File: src/rtl/crcu_domain_seq.sv
// crcu_domain_seq: per-domain clock/reset sequencer.
//
// Accepts a domain configuration word over a valid/ready handshake and
// produces a divided clock-enable tick plus an ordered, active-low domain
// reset. The clock is always running before reset releases, and reset is
// always asserted before the clock stops.
//
// Optional feature: define CRCU_SEQ_RSTCNT_EN to add the rst_cnt output, a
// saturating count of soft-reset entries that clears only on master_rst.
//
// state | meaning
// ------+-----------------------------------------------------------------
// OFF   | clock gated off, domain held in reset, ready for a request
// PRE   | clock running, reset held for RST_TICKS ticks before release
// RUN   | clock running, reset released, ready for a request
// SRST  | soft reset: reset held for RST_TICKS ticks with the clock running
// POST  | disable drain: reset held, clock runs POST_TICKS ticks then stops
//
// Exit from PRE/SRST/POST happens on the edge that samples the final tick
// pulse of that state, so every tick of the state is fully visible inside
// it. For an acceptance on edge k with divide value d and N ticks the exit
// edge is k + 2 + d + (N-1)*(d+1).

module crcu_domain_seq #(
    parameter int DIV_W      = 8,
    parameter int RST_TICKS  = 4,
    parameter int POST_TICKS = 2
) (
    input  logic             master_clk,
    input  logic             master_rst,
    input  logic             cfg_valid,
    output logic             cfg_ready,
    input  logic             cfg_en,
    input  logic             cfg_sw_rst,
    input  logic [DIV_W-1:0] cfg_div,
    output logic             dom_clk_en,
    output logic             dom_rst_n,
    output logic             dom_active,
    output logic [2:0]       state_o
`ifdef CRCU_SEQ_RSTCNT_EN
    ,
    output logic [15:0]      rst_cnt
`endif
);

    typedef enum logic [2:0] {
        ST_OFF  = 3'd0,
        ST_PRE  = 3'd1,
        ST_RUN  = 3'd2,
        ST_SRST = 3'd3,
        ST_POST = 3'd4
    } state_t;

    localparam int MAXT = (RST_TICKS > POST_TICKS) ? RST_TICKS : POST_TICKS;
    localparam int TCW  = $clog2(MAXT + 1);

    localparam logic [TCW-1:0] RST_LAST  = TCW'(RST_TICKS - 1);
    localparam logic [TCW-1:0] POST_LAST = TCW'(POST_TICKS - 1);

    state_t           state_q;
    state_t           state_d;
    logic [DIV_W-1:0] div_q;
    logic [DIV_W-1:0] cnt_q;
    logic             tick_q;
    logic [TCW-1:0]   tcnt_q;

    logic             accept;
    logic             gated;
    logic             counting;
    logic [TCW-1:0]   tick_last;
    logic             last_tick;

    // Handshake qualification and tick-count bookkeeping for the timed states
    always_comb begin
        accept    = cfg_valid & cfg_ready;
        gated     = (state_q != ST_OFF);
        counting  = (state_q == ST_PRE) || (state_q == ST_SRST) || (state_q == ST_POST);
        tick_last = (state_q == ST_POST) ? POST_LAST : RST_LAST;
        last_tick = counting && tick_q && (tcnt_q == tick_last);
    end

    // State register; master_rst forces OFF with no drain
    always_ff @(posedge master_clk) begin
        if (!master_rst) begin
            state_q <= ST_OFF;
        end else begin
            state_q <= state_d;
        end
    end

    // Next-state: requests in OFF/RUN, tick-count exits from the timed states
    always_comb begin
        state_d = state_q;
        unique case (state_q)
            ST_OFF: begin
                if (accept && cfg_en) begin
                    state_d = ST_PRE;
                end
            end
            ST_PRE: begin
                if (last_tick) begin
                    state_d = ST_RUN;
                end
            end
            ST_RUN: begin
                if (accept) begin
                    if (!cfg_en) begin
                        state_d = ST_POST;
                    end else if (cfg_sw_rst) begin
                        state_d = ST_SRST;
                    end
                end
            end
            ST_SRST: begin
                if (last_tick) begin
                    state_d = ST_RUN;
                end
            end
            ST_POST: begin
                if (last_tick) begin
                    state_d = ST_OFF;
                end
            end
            default: begin
                state_d = ST_OFF;
            end
        endcase
    end

    // Output decode: reset released and handshake open only where allowed
    always_comb begin
        cfg_ready  = (state_q == ST_OFF) || (state_q == ST_RUN);
        dom_rst_n  = (state_q == ST_RUN);
        dom_active = (state_q == ST_RUN);
        dom_clk_en = tick_q;
        state_o    = state_q;
    end

    // Clock divider; an accepted request restarts the tick phase, and the
    // edge that enters OFF never carries a tick
    always_ff @(posedge master_clk) begin
        if (!master_rst) begin
            div_q  <= '0;
            cnt_q  <= '0;
            tick_q <= 1'b0;
        end else if (accept) begin
            div_q  <= cfg_div;
            cnt_q  <= '0;
            tick_q <= 1'b0;
        end else if (!gated || (state_d == ST_OFF)) begin
            cnt_q  <= '0;
            tick_q <= 1'b0;
        end else if (cnt_q == div_q) begin
            cnt_q  <= '0;
            tick_q <= 1'b1;
        end else begin
            cnt_q  <= cnt_q + DIV_W'(1);
            tick_q <= 1'b0;
        end
    end

    // Tick counter for PRE/SRST/POST; restarts on every state change
    always_ff @(posedge master_clk) begin
        if (!master_rst) begin
            tcnt_q <= '0;
        end else if (state_d != state_q) begin
            tcnt_q <= '0;
        end else if (counting && tick_q) begin
            tcnt_q <= tcnt_q + TCW'(1);
        end
    end

`ifdef CRCU_SEQ_RSTCNT_EN
    // Saturating count of soft-reset entries
    always_ff @(posedge master_clk) begin
        if (!master_rst) begin
            rst_cnt <= '0;
        end else if ((state_q == ST_RUN) && (state_d == ST_SRST) && (rst_cnt != 16'hFFFF)) begin
            rst_cnt <= rst_cnt + 16'd1;
        end
    end
`endif

endmodule

File: config.mk
export PLATFORM = sky130hd
export DESIGN_NAME = crcu_domain_seq
export DESIGN_NICKNAME = d
export VERILOG_FILES = /design/src/rtl/crcu_domain_seq.sv
export SDC_FILE = /design/constraint.sdc
export NUM_CORES = 1
export LEC_CHECK = 0
export ABC_AREA = 1
export CELL_PAD_IN_SITES_DETAIL_PLACEMENT = 0
export CELL_PAD_IN_SITES_GLOBAL_PLACEMENT = 1
export CORE_MARGIN = 2
export CORE_UTILIZATION = 37
export DETAILED_ROUTE_END_ITERATION = 6
export PLACE_DENSITY = 0.79
export SYNTH_ARGS = -nofsm -noshare
export SYNTH_HDL_FRONTEND = slang
export SYNTH_SLANG_ARGS = --single-unit
File: constraint.sdc
create_clock -name master_clk -period 1.5 [get_ports master_clk]
set_input_delay 0.45 -clock master_clk [delete_from_list [all_inputs] [get_ports master_clk]]
set_output_delay 0.45 -clock master_clk [all_outputs]
set_load 0.1 [all_outputs]
; Word level (Yosys, flattened, before mapping)
; Cells that the tools add are included.
; Widths: inputs -> output; s select.
[classes]
n_addsub = 2
eq_ne = 7
n_mux = 9
n_bitwise = 2
reduce_logical = 15
[op_table]
columns = op, count
row1 = $mux 3, 6
row2 = $pmux 3 s4, 1
row3 = $add 8x1->8 const B, 1
row4 = $eq 8x8->1, 1
row5 = $eq 3x2->1 const B, 2
row6 = $logic_not 3->1, 2
row7 = $logic_or 1x1->1, 4
row8 = $reduce_or 2->1, 2
row9 = $reduce_or 4->1, 1
row10 = $add 3x1->3 const B, 1
row11 = $eq 3x1->1 const B, 1
row12 = $eq 3x2->1, 1
row13 = $eq 3x3->1 const B, 1
row14 = $logic_and 1x1->1, 3
row15 = $ne 3x3->1, 1
row16 = $reduce_bool 3->1, 1
row17 = $reduce_or 3->1, 1
row18 = $mux 2, 1
row19 = $and 1x1->1, 1
row20 = $logic_not 1->1, 1
row21 = $mux 1, 1
row22 = $not 1->1, 1
[totals]
reg_bits = 23
out_inout_bits = 7
word_cells = 40

; Logic depth before layout (Yosys ltp)
; Gate-level depths: netlist (run 1).
[depth]
depth_word = 10
ltp_mapped = 11
depth_no_buf = 11

; Worst setup path before layout (run 1)
; Ideal clock, no wire load.
[synth_path]
kind = register -> output
startpoint = register state_q[2], in the netlist state_o[2]
endpoint = output port dom_rst_n
t_arrival_ps = 2556
required_ps = 1050
setup_slack_ps = -1506
path_stages_with_launch = 7
cell_sequence = dfxtp_1 > inv_2 > nand2_4 > inv_2 > nand2_1 > inv_1 > buf_4
[synth_via]
elab_chain_cells = 1
[synth_rtl]
columns = element, line
row1 = "start, declared", 60  ; state_t state_q;
row2 = "start signal, assigned", 87  ; state_q <= state_d;
row3 = $eq 3x2->1, --
row4 = "end, declared", 37  ; output logic dom_rst_n,
; No other way between the ends.

; Worst setup path after layout (run 1)
[layout_path]
startpoint = register state_q[0], in the netlist state_o[0]
endpoint = output port dom_active
[layout_via]
elab_chain_cells = 1
[layout_rtl]
columns = element, line
row1 = $eq 3x2->1, 134  ; dom_active = (state_q == ST_RUN);
row2 = "end, declared", 38  ; output logic dom_active,
; No other way between the ends.

==> reports/results.txt, run 1 <==
Status - finished, violations left
Failing checks - setup timing
# diodes - 0
Post-DP HPWL - 1780 um
Commonest non-fill, non-tap cells in the layout - nor2_1 (29), dfxtp_1 (19), buf_4 (19), xor2_1 (12), clkdlybuf4s50_1 (12)
Vias per std cell - 4.63
Clk_lat worst skew - 0.31 ns
Net Sw Frac - 0.279
Grt ovf - 0
PD cells - 652 nW/um^2
Crit end category - output port
Root Buffer - clkbuf_4
Worst-path clk slew - 0.12 ns
Clock Skew - 0.00474 ns
Slowest CP cell - dfxtp_4
Most common cell after layout, fill and taps aside - nor2_1
I/O pin cnt - 20
Layout cells sized above 1 - 0.397
Mapped Area - 1150 sq um
Synth cell types - 23
Crit start category - register
Fillers - 271
Reg2Reg Depth - 11
CTS sink cnt - 23
Synth Warn # - 0
Routed Antenna Nets - 0
Worst-path fanout max - 3
Peak VDD IR - 596 uV
Setup WS pre-CTS - -0.304 ns
Area grow syn2layout - 54.6%
CTS tree - done
Compound-Gate Fraction of Synth Area - 0.0780
Post-synthesis mux area share - 0
Final net count - 205
Crit-path cells - inv_4 > nand2_8 > inv_12 > nand2_4 > clkinvlp_4 > buf_12
Minimum clock period - 1.69 ns
Die area - 3580 sq um
IO Port Bufs - 19
Drt first pass iters - 3
Yosys top cell area share - 0.399
CTS buffer count - 3
Critical Path AT - 1.24 ns
Die height - 59.9 um
First-pass GRT wire length - 4070 um
Setup TNS - -0.798 ns
Fin. max-slew vios - 0
Vias - 1,027
Final Hold Vio Count - 0
Post-Synth Simple-Gate Area - 0.321
Largest stage delay, worst path - 0.38 ns
Final setup violation count - 12
GRT Util Overall - 0.148
Final Power - 1.16 mW
Sequential share of power - 0.554
Largest family of logic cells by synthesized area - simple AND/OR/NAND/NOR gates
DIE WIDTH - 59.9 um
Residual DRC - 0
Static Leak - 0.799 nW
Core ar. - 3000 sq um
Number of global-route vias before repair - 1,031
Final Util - 0.595
Post-Synth XOR/XNOR Area - 0.121
HP Class - register to register
Mapped Cells - 147
Synthesized area per cell - 7.86 sq um
Setup WS post-layout - -0.190 ns
Worst slew margin - 0.846
Clock network fraction of design power - 0.239
Net Switching - 0.324 mW
Combinational power share - 0.207
Initial Util - 0.385
CTS H-Tree Depth - 1
Placed Area - 1570 sq um
Final std cells w/o fill - 222
Internal power - 0.839 mW
First DRT Iteration DRCs - 19
Synth Area in Adders - 0.0217
Dominant cells by area after synthesis - dfxtp_1 (40%), nor2_1 (11%), xor2_1 (9.1%)
Fin area - 1790 sq um
Final period util - 1.13
Post-Syn Nets - 162
Unrepaired setup endpoints after global routing - yes
Worst hold stages - 1
Tightest Pin Transition - 0.231 ns
Kind of critical path - register to output port
CTS max path bufs - 2
Row count - 20
Largest net degree at the start of global routing - 14
Yosys top cell by area - dfxtp_1
Routed WL - 2410 um
CP required - 1.05 ns
Fmax - 592 MHz
Initial antenna violation count - 0
Seq cells post-synth - 23
Placed cell count - 206
Max_cap viols - 0
WHS - 0.479 ns
Routed WL per cell - 10.8 um
Sequential area share after synthesis - 0.399
Routability cong. - 0.761
[layer usage]
layer  global-route usage  share of wire  routed length [um]
met5                    0              0                   0
met4               0.0571          0.018                  43
met3               0.0195          0.023                  55
met2                0.284           0.56                1340
met1                0.160           0.40                 970
[repair_timing]
action                                 CTS  global route
setup endpoints to repair                3            17
endpoints found under the hold margin    0             0
buffers inserted                         6             6
pin swaps                                1             9
gates resized for setup                  9            19
hold buffers                             0             0
[power by group through the flow]
stage / registers, mW / clock network, mW / logic (mW)
floorplan: 0.674 / 0 / 0.116
global placement: 0.662 / 0 / 0.206
detailed placement: 0.662 / 0 / 0.209
CTS: 0.646 / 0.287 / 0.230
global route: 0.648 / 0.315 / 0.262
finish: 0.644 / 0.278 / 0.241
[worst paths after layout]
check                   from          to  slack, ns
setup reg to reg  state_o[0]    cnt_q[0]      -0.03
setup / recovery  state_o[0]  dom_active      -0.19
hold reg to reg     cnt_q[0]    cnt_q[0]       0.48
hold / removal      cnt_q[0]    cnt_q[0]       0.48
[cell usage after synthesis]
library cell	number
nor2_1	33
dfxtp_1	23
nand2_1	14
xor2_1	12
inv_1	11
nor2_2	10
o21ai_0	10
nand3_1	6
a21oi_1	4
xnor2_1	4
inv_2	3
nand2_4	3
ha_1	2
nand4_1	2
nor2_4	2
a21boi_1	1
and3b_1	1
buf_2	1
buf_4	1
clkbuf_1	1
nand2_2	1
nand3_4	1
o211ai_2	1
[final cells by class]
type	instances	area, sq um	share of cell area
clock inverters	1	5.00	0.00280
repair buffers	41	437	0.245
well taps	33	41.3	0.0231
multi-input cells	107	728	0.408
flip-flops and latches	23	473	0.265
inverters	14	78.8	0.0441
clock buffers	3	22.5	0.0126
[worst max-delay path: cells and delay by family, from the launching register on]
kind | cells | cell delay [ns]
flops | 1 | 0.38
simple gates | 2 | 0.13
buf+inv | 4 | 0.40
[kinds of logic (layout without fill, tap and decap cells)]
kind of cell             after synthesis  after routing
buffers and inverters                 17             59
XOR/XNOR                              16             16
flip-flops                            23             23
adder cells (fa/ha/maj)                2              2
AND/OR/NAND/NOR                       73             73
AO/OA/AOI/OAI                         16             16
[sequential cells by signal, indices dropped and copies added (netlist names)]
signal,count
cnt_q,8
div_q,8
state_o,3
tcnt_q,3
dom_clk_en,1
(Power assumes the default switching activity.)
==> run 2, diff against run 1 <==
--- a/config.mk
+++ b/config.mk
@@ -12,6 +12,7 @@
 export CORE_UTILIZATION = 37
 export DETAILED_ROUTE_END_ITERATION = 6
 export PLACE_DENSITY = 0.79
+export SKIP_LAST_GASP = 1
 export SYNTH_ARGS = -nofsm -noshare
 export SYNTH_HDL_FRONTEND = slang
 export SYNTH_SLANG_ARGS = --single-unit
==> reports/results.txt, run 2 (synthesized netlist as in run 1, its figures left out) <==
RR Endpoint - cnt_q[0] (unchanged)
CTS H-Tree Depth - 1 (unchanged)
CTS buffer count - 3 (unchanged)
Multi-input gate area - 708 sq um (was 728 sq um)
Die height - 59.9 um (unchanged)
CP required - 1.05 ns (about the same)
Routed WL per cell - 10.5 um (was 10.8 um)
Worst hold stages - 1 (unchanged)
Drt first pass iters - 4 (was 3)
Post-DP HPWL - 1780 um (unchanged)
Peak VDD IR - 595 uV (was 596 uV)
I/O pin cnt - 20 (unchanged)
First-pass GRT wire length - 4060 um (was 4070 um)
Largest net degree at the start of global routing - 14 (unchanged)
Cts hold-fix bufs - 0 (unchanged)
Clk_lat worst skew - 0.31 ns (about the same)
Initial Util - 0.385 (unchanged)
PD cells - 670 nW/um^2 (was 652 nW/um^2)
Area grow syn2layout - 50.2% (was 54.6%)
Crit end category - output port (unchanged)
Layout cells sized above 1 - 0.376 (was 0.397)
Static Leak - 0.762 nW (was 0.799 nW)
Fin area - 1730 sq um (was 1790 sq um)
Core ar. - 3000 sq um (unchanged)
Reg2Reg Depth - 11 (unchanged)
Routed WL - 2310 um (was 2410 um)
Worst hold start - cnt_q[0] (unchanged)
Fillers - 274 (was 271)
Worst R2R Setup Slack - -0.02 ns (was -0.03 ns)
Die area - 3580 sq um (unchanged)
Fmax - 591 MHz (was 592 MHz)
Crit start category - register (unchanged)
GRT Util Overall - 0.147 (was 0.148)
# diodes - 0 (unchanged)
Commonest non-fill, non-tap cells in the layout - nor2_1 (29), dfxtp_1 (19), buf_4 (17), xor2_1 (12), clkdlybuf4s50_1 (12) (was nor2_1 (29), dfxtp_1 (19), buf_4 (19), xor2_1 (12), clkdlybuf4s50_1 (12))
Critical Path AT - 1.24 ns (about the same)
CTS tree - done (unchanged)
Failing checks - setup timing (unchanged)
Tightest Pin Transition - 0.231 ns (unchanged)
Worst Hold Path EP - cnt_q[0] (unchanged)
Number of global-route vias before repair - 1,035 (was 1,031)
RR Startpoint - state_o[0] (unchanged)
Vias - 1,010 (was 1,027)
Routability cong. - 0.761 (unchanged)
Max_cap viols - 0 (unchanged)
Placed Area - 1570 sq um (unchanged)
Worst slew margin - 0.846 (unchanged)
Final Power - 1.16 mW (about the same)
Row count - 20 (unchanged)
Residual DRC - 0 (unchanged)
CTS sink cnt - 23 (unchanged)
Unrepaired setup endpoints after global routing - yes (unchanged)
Setup WS post-layout - -0.193 ns (was -0.190 ns)
Fin. max-slew vios - 0 (unchanged)
Initial antenna violation count - 0 (unchanged)
HP Class - register to register (unchanged)
Top Registers - cnt_q: 8 flops, div_q: 8 flops (unchanged)
Final period util - 1.13 (about the same)
CTS max path bufs - 2 (unchanged)
Root Buffer - clkbuf_4 (unchanged)
IO Port Bufs - 19 (unchanged)
Grt ovf - 0 (unchanged)
Worst-path fanout max - 3 (unchanged)
Worst-path clk slew - 0.12 ns (about the same)
Final Hold Vio Count - 0 (unchanged)
Vias per std cell - 4.61 (was 4.63)
Register area - 470 sq um (was 473 sq um)
Status - finished, violations left (unchanged)
First DRT Iteration DRCs - 13 (was 19)
Most common cell after layout, fill and taps aside - nor2_1 (unchanged)
Minimum clock period - 1.69 ns (about the same)
Final setup violation count - 12 (unchanged)
DIE WIDTH - 59.9 um (unchanged)
Final net count - 202 (was 205)
Clock Skew - 0.00487 ns (was 0.00474 ns)
Kind of critical path - register to output port (unchanged)
Routed Antenna Nets - 0 (unchanged)
-- run 2: worst max-delay path by stage --
| stage | to | slack, ns | cells after the start | start |
|---|---|---|---|---|
| 6_report | dom_active | -0.19 | 4 | state_o[1] |
| 2_1_floorplan | dom_rst_n | -0.66 | 6 | state_o[2] |
| 3_5_place_dp | cnt_q[5] | -0.30 | 9 | cfg_valid |
| 5_1_grt | dom_active | -0.26 | 4 | state_o[1] |
| 4_1_cts | dom_active | -0.22 | 6 | state_o[0] |
| 3_3_place_gp | cnt_q[2] | -0.28 | 9 | cfg_valid |
-- run 2: what timing repair did --
| action | 4_1_cts | 5_1_grt |
|---|---|---|
| pin swaps | 1 | 8 |
| setup endpoints to repair | 3 | 16 |
| buffers inserted | 6 | 3 |
| gates resized for setup | 1 | 19 |
-- run 2: metrics by stage --
stage	utilization	std cells	hold slack, ns	setup WS [ns]	TNS [ns]
finish	0.578	219	0.479	-0.193	-0.588
global route	0.578	219	0.525	-0.263	-1.81
CTS	0.547	216	0.508	-0.219	-1.46
detailed placement	0.522	206	0.479	-0.304	-5.18
global placement	0.522	206	0.466	-0.277	-4.84
floorplan	-	147	0.449	-0.663	-8.00
-- run 2: metal layers --
metal	GRT usage	vias up	share of wire
met5	0	-	0
met4	0.0508	0	0.012
met3	0.0195	4	0.027
met2	0.286	17	0.55
met1	0.160	452	0.41
li1	-	537	-
-- run 2: final cells by class --
cell class	instances	share of cell area
repair buffers	38	0.237
flip-flops and latches	23	0.271
multi-input cells	107	0.408
well taps	33	0.0238
clock inverters	1	0.00289
inverters	14	0.0440
clock buffers	3	0.0130
-- run 2: where the power goes --
group / leakage, nW / switching (mW) / internal [mW]
Sequential: 0.190 / 0.0154 / 0.631
Clock: 0.0177 / 0.178 / 0.0995
Combinational: 0.555 / 0.128 / 0.111
-- run 2: critical path, stage by stage, from the launching register on --
cell and delay [ns]:
dfxtp_2 0.37, buf_4 0.16, nand2_4 0.08, clkinvlp_4 0.13
buf_12 0.19
